[src/rtl/dmem_responder.sv]
// Data-memory responder for a single-issue core: word RAM plus four MMIO registers
// (CYCLE, OUTREG, WRCOUNT, STATUS) with combinational loads and edge-committed stores.
module dmem_responder #(
    parameter int RAM_WORDS = 64
) (
    input  logic        clk,
    input  logic        reset,
    input  logic        memwrite,
    input  logic [31:0] addr,
    input  logic [31:0] writedata,
    output logic [31:0] readdata,
    output logic [31:0] outreg,
    output logic        err
);

    localparam int          AW           = $clog2(RAM_WORDS);
    localparam logic [31:0] CYCLE_ADDR   = 32'hFFFF_FFF0;
    localparam logic [31:0] OUTREG_ADDR  = 32'hFFFF_FFF4;
    localparam logic [31:0] WRCOUNT_ADDR = 32'hFFFF_FFF8;
    localparam logic [31:0] STATUS_ADDR  = 32'hFFFF_FFFC;

    logic [31:0] ram_r [RAM_WORDS];
    logic [31:0] cycle_r;
    logic [31:0] outreg_r;
    logic [15:0] wrcount_r;
    logic [1:0]  status_r;
    logic [1:0]  status_next_s;

    logic          aligned_s;
    logic          ram_hit_s;
    logic          mmio_hit_s;
    logic [AW-1:0] idx_s;
    logic          wr_ok_s;
    logic          wr_misalign_s;
    logic          wr_unmapped_s;
    logic          ram_we_s;
    logic          out_we_s;
    logic          wrc_we_s;
    logic          stat_we_s;

    assign aligned_s  = (addr[1:0] == 2'b00);
    assign ram_hit_s  = (addr[31:AW+2] == {(30-AW){1'b0}});
    assign idx_s      = addr[AW+1:2];
    assign mmio_hit_s = (addr == CYCLE_ADDR) || (addr == OUTREG_ADDR) ||
                        (addr == WRCOUNT_ADDR) || (addr == STATUS_ADDR);

    // Alignment is judged before the map, so a misaligned unmapped store only flags MISALIGN.
    assign wr_misalign_s = memwrite & ~aligned_s;
    assign wr_ok_s       = memwrite & aligned_s;
    assign wr_unmapped_s = wr_ok_s & ~ram_hit_s & ~mmio_hit_s;
    assign ram_we_s      = wr_ok_s & ram_hit_s;
    assign out_we_s      = wr_ok_s & (addr == OUTREG_ADDR);
    assign wrc_we_s      = wr_ok_s & (addr == WRCOUNT_ADDR);
    assign stat_we_s     = wr_ok_s & (addr == STATUS_ADDR);

    // Load path: same-cycle read of pre-edge state, zero for misaligned or unmapped.
    always_comb begin
        readdata = 32'h0000_0000;
        if (!aligned_s) begin
            readdata = 32'h0000_0000;
        end else if (ram_hit_s) begin
            readdata = ram_r[idx_s];
        end else begin
            case (addr)
                CYCLE_ADDR:   readdata = cycle_r;
                OUTREG_ADDR:  readdata = outreg_r;
                WRCOUNT_ADDR: readdata = {16'h0000, wrcount_r};
                STATUS_ADDR:  readdata = {30'h0000_0000, status_r};
                default:      readdata = 32'h0000_0000;
            endcase
        end
    end

    // STATUS next value: write-1-to-clear on a STATUS store, otherwise sticky set by bad stores.
    always_comb begin
        status_next_s = status_r;
        if (stat_we_s) begin
            status_next_s = status_r & ~writedata[1:0];
        end else begin
            status_next_s = status_r | {wr_unmapped_s, wr_misalign_s};
        end
    end

    // RAM array, cleared asynchronously so a reset aborts any store on that edge.
    always_ff @(posedge clk or posedge reset) begin
        if (reset) begin
            for (int i = 0; i < RAM_WORDS; i++) begin
                ram_r[i] <= 32'h0000_0000;
            end
        end else if (ram_we_s) begin
            ram_r[idx_s] <= writedata;
        end
    end

    // Free-running cycle counter; stores to it are silently dropped.
    always_ff @(posedge clk or posedge reset) begin
        if (reset) begin
            cycle_r <= 32'h0000_0000;
        end else begin
            cycle_r <= cycle_r + 32'd1;
        end
    end

    // OUTREG load.
    always_ff @(posedge clk or posedge reset) begin
        if (reset) begin
            outreg_r <= 32'h0000_0000;
        end else if (out_we_s) begin
            outreg_r <= writedata;
        end
    end

    // Saturating RAM-store counter with a bit-31 clear command.
    always_ff @(posedge clk or posedge reset) begin
        if (reset) begin
            wrcount_r <= 16'h0000;
        end else if (ram_we_s && (wrcount_r != 16'hFFFF)) begin
            wrcount_r <= wrcount_r + 16'd1;
        end else if (wrc_we_s && writedata[31]) begin
            wrcount_r <= 16'h0000;
        end
    end

    // Sticky STATUS flags.
    always_ff @(posedge clk or posedge reset) begin
        if (reset) begin
            status_r <= 2'b00;
        end else begin
            status_r <= status_next_s;
        end
    end

    assign outreg = outreg_r;
    assign err    = status_r[0] | status_r[1];

endmodule

[config.mk]
export PLATFORM = sky130hd
export DESIGN_NAME = dmem_responder
export DESIGN_NICKNAME = d
export VERILOG_FILES = /design/src/rtl/dmem_responder.sv
export SDC_FILE = /design/constraint.sdc
export NUM_CORES = 2
export LEC_CHECK = 0
export CORE_MARGIN = 1
export CORE_UTILIZATION = 63
export DETAILED_ROUTE_END_ITERATION = 16
export PLACE_DENSITY = 0.83
export SYNTH_ARGS = -nofsm -noshare
export SYNTH_HDL_FRONTEND = slang
export SYNTH_SLANG_ARGS = --single-unit
[constraint.sdc]
create_clock -name clk -period 92.2 [get_ports clk]
set_input_delay 9.22 -clock clk [delete_from_list [all_inputs] [get_ports clk]]
set_output_delay 9.22 -clock clk [all_outputs]
set_load 0.05 [all_outputs]
### Word level (Yosys, flattened, before mapping)

Index checks and enable logic that the tools add are counted.

* shift-type cells: 0
* muxes and demuxes: 12
* equality and inequality tests: 5
* magnitude comparators: 2
* reduce and logical (&&, ||, !) cells: 9
* div/mod/pow operators: 0
* bitwise gates (word level): 16
* $add $sub $neg: 2
* $mul: 0

Operators by type and width (count)
* 2048-bit bitwise mux: 1
* 32-bit binary-select mux with 6-bit select: 1
* 32-bit demux with 6-bit select: 1
* 32-bit two-way mux: 5
* 32-bit equality test (second input constant): 4
* 32-bit one-hot mux with 4 select lines: 1
* 32-bit by 1-bit adder with 32-bit output (second input constant): 1
* 16-bit two-way mux: 2
* 24-bit zero test: 1
* 16-bit by 1-bit adder with 16-bit output (second input constant): 1
* 16-bit inequality test (second input constant): 1
* 1-bit AND: 8
* 7-bit >= comparator (second input constant): 1
* 7-bit by 1-bit less-than comparator with 1-bit output (second input constant): 1
* 6-bit inverter with 7-bit output: 1
* 1-bit logical AND: 3
* 1-bit logical OR: 3
* 1-bit inverter: 3
* 2-bit AND: 1
* 2-bit zero test: 1
* 2-bit two-way mux: 1
* 2-bit inverter: 1
* 2-bit OR: 1
* 2-bit nonzero test: 1
* 1-bit OR: 1

* bits in read-only memories: 0
* word-level logic and storage cells: 114
* output and inout port bits: 65
* flip-flop bits (word level): 2130
* memories: 0
* bits in latches: 0
* RAM bits: 0

### Logic depth before layout (Yosys ltp)

* depth after elaboration: 8
* mapped depth: 11
* depth with buffers taken out: 7

### Worst setup path after synthesis

No wires, ideal clock.

* kind: input -> output
* start: in addr[21]
* end: out readdata[16]
* setup slack: 70.037 ns
* stages on the path: 8
* path buffers: 2
* data arrival time: 12.943 ns
* cell sequence: nor4_1 > nand4_1 > or2_1 > clkbuf_1 > clkbuf_1 > a211oi_1 > nand2_1 > a2111oi_0

* word-level cells in the longest chain between the ends: 4
* elaborated cells on any way between the ends: 8
* classes of those cells: 4 x eq/ne; 3 x mux; 1 x reduce/logical

RTL lines
* start: declaration: RTL line 9 `input logic [31:0] addr,`
* 32-bit equality test: RTL line 64 `case (addr)`
* 32-bit one-hot mux with 4 select lines: RTL line 64
* 32-bit two-way mux *: RTL line 61 `end else if (ram_hit_s) begin`
* 32-bit two-way mux *: RTL line 59 `if (!aligned_s) begin`
* end: declaration: RTL line 11 `output logic [31:0] readdata,`

Mark *: on every way between the ends. The rest lies on a longest branch, timed or not.

### Final worst setup path

* start: in addr[3]
* end: out readdata[8]

* word-level cells in the longest chain between the ends: 6
* elaborated cells on any way between the ends: 11
* classes of those cells: 4 x eq/ne; 6 x mux; 1 x bitwise

RTL lines
* 6-bit inverter with 7-bit output (implied by the code): RTL line 62 `readdata = ram_r[idx_s];`
* 32-bit binary-select mux with 6-bit select: RTL line 62
* 32-bit two-way mux (implied by the code) (2 in a row): RTL line 62
* 32-bit two-way mux *: RTL line 61
* 32-bit two-way mux *: RTL line 59

Mark *: on every way between the ends. The rest lies on a longest branch, timed or not. The select of a mux whose other input is x is not followed.

==> reports/results.ini <==
[global_route]
grt_usage=0.394
grt_max_degree=181
grt.overflow.total=0
grt_use_met3=0.144
grt_pass1_wl_um=443000
grt_pass1_vias=63183
busiest_layer=met2
grt_use_met1=0.524
met2_usage=0.554
antenna_found_initial=14

[route]
wirelength_um=303000
avgViaCountPerCell=7.26
via_count=61096
first_pass_iters=7
antenna_left=0
avgRoutedWirePerCell_um=36.0
dr.first_iter.drc_count=7124
drc=0

[clock_tree]
cts_inserted_buffers=209
cts_root_buffer=clkbuf_16
cts.htree.levels=4
ctsHoldBuffers=0
cts_tree=built
clk_latency_ns=0.85
cts.sinks=2130
cts_max_path_buffers=3
post_cts_resized=0
cts.clk_slew.worst_paths_ns=0.05
postCtsSetupRepairBufs=0

[timing]
tightest_slew_ns=1.52
fin_crit_ns=25.05
fmax_ghz=0.0399
setup_violations=0
rsz0062_at_grt=false
drv_slew=21
relSlewSlack=-0.0169
fin_worst_skew_ns=0.0308
fin_tns_setup_ns=0
fin_crit_sh=0.272
finalHoldViolations=0

[pwr]
leakagePower_nw=51.4
powerDensity_nw_per_um2=17.8
vdd_drop_max_mv=0.0205

[critical_path]
worst_ep_required_time_ns=82.98
worstSetupPathType=primary input to output port
worst_setup_path_end_kind=output port
cp_data_arrival_time_ns=15.83
start_kind=primary input
path_max_fanout=125

[placement]
dpl.cell_count=8028
dpl.hpwl_um=181000
gp_congestion=0.910
post_dp_cell_area_um2=99800
numPortBuffers=131

[synthesis]
yosysTopAreaCellShare=0.549
synth_area_leaders=dfrtp_1 (55%), mux2_2 (22%), mux4_2 (12%), mux2_1 (2.0%), buf_2 (1.2%)
synth-seq-cells=2130
synth.distinct_cells=69
synthCells=6322
avgSynthCellArea_um2=15.4
synthesis.nets=6391
synth_seq_area_share=0.549
post_synth_instance_area_um2=97100
async_flop_share=1.00
synth_flop_cell=dfrtp_1
synth_edf_count=0
yosysTopAreaCell=dfrtp_1
ys_warn_count=0

[die]
io_pins=132
die_area_um2=156000
num_rows=143
start_util=0.637
die_h_um=395
die_x_um=395
placeableCoreArea_um2=152000

[status]
violations=max-capacitance violations, max-slew violations
status=complete, but fails checks

[layout]
fin_nets=6278
postLayoutCellArea_um2=107000
fin_cells=8418
drive_above_1_share=0.479
area_growth_pct=10.1

[hold_path]
hold_class=register to register

[run]
maxCapViolations=1

-- cell usage in the layout, fill, tap and decap left out, types with 51 or more instances in the layout --
master	Yosys	layout
o22ai_1	100	100
nor2_4	0	57
mux4_2	500	500
nor2_1	118	60
clkbuf_16	0	211
buf_4	48	153
nand2_1	148	148
clkbuf_1	289	51
mux2_1	176	176
clkdlybuf4s50_1	0	93
mux2i_1	83	83
dfrtp_1	2130	2130
mux2_2	1909	1909
clkbuf_8	0	56
-- per-layer routing --
layer / up-vias / wire length [µm]
li1: 23251 / -
met1: 32758 / 111000
met2: 3984 / 131000
met3: 1085 / 38100
met4: 18 / 22500
met5: - / 120
-- path summary, 6_finish.rpt --
path                            startpoint     endpoint  slack (ns)  depth (start not counted)
min in group asynchronous            reset   ram_r[625]        8.98                          2
worst max-delay path               addr[3]  readdata[8]       67.15                         12
max in group asynchronous            reset  ram_r[1098]       78.87                          6
worst max register to register  cycle_r[2]  cycle_r[31]       89.13                          6
worst min-delay path              ram_r[4]     ram_r[4]        0.48                          1
worst min register to register    ram_r[4]     ram_r[4]        0.48                          1
-- cell type report --
cell class | instances | area, µm²
antenna | 8 | 20.0
inverter | 8 | 38.8
tap | 2030 | 2540
timing repair buffer | 291 | 2450
sequential | 2130 | 53300
multi-input combinational | 3569 | 41500
clock buffer | 318 | 6240
clock inverter | 64 | 875
fill | 9625 | 45500
-- metrics by stage --
stage	worst slack, ns	total power [W]	hold WS (ns)	utilization
final	67.15	0.00190	0.481	0.702
after global routing	67.25	0.00195	0.493	0.701
after CTS	67.42	0.00190	0.485	0.701
after detailed placement	67.46	0.00104	0.469	0.655
after global placement	67.43	0.00103	0.462	0.655
after floorplan	22.81	0.00101	0.447	-
-- power by group --
part               switching, W  internal (W)
registers      0.00000000000486      0.000935
logic                 0.0000675     0.0000180
clock network          0.000376      0.000507
total                  0.000443       0.00146
-- cell families (layout without fill, tap and decap cells) --
kind of cell | after synthesis | in the layout | share of synthesized area
multiplexers | 2689 | 2689 | 0.369
flip-flops | 2130 | 2130 | 0.549
buffers and inverters | 623 | 681 | 0.0296
AND/OR/NAND/NOR | 505 | 505 | 0.0255
AO/OA/AOI/OAI | 343 | 343 | 0.0237
XOR/XNOR | 30 | 30 | 0.00271
adder cells (fa/ha/maj) | 2 | 2 | 0.000258
other | 0 | 8 | 0
-- flip-flops by register name (all words and copies together) (netlist names) --
signal,count
status_r,2
cycle_r,32
outreg,32
wrcount_r,16
ram_r,2048
-- critical path, cell delays in order --
cell and delay (ns):
buf_8 0.47, buf_4 0.72, buf_4 0.64, buf_12 0.58
buf_4 0.67, mux2i_1 0.19, a22oi_1 0.24, a21oi_1 0.11
a211oi_1 0.41, a41oi_1 0.24, nor3_1 0.95, clkdlybuf4s50_1 0.99
-- synth_stat cells (49+ instances only) --
master / number
mux2_2: 1909
dfrtp_1: 2130
a21oi_1: 49
mux2i_1: 83
o22ai_1: 100
nand3_1: 56
buf_2: 240
mux2_1: 176
clkbuf_1: 289
nand2_1: 148
nor2_1: 118
mux4_2: 500
Power figures use the tool's default switching activity.
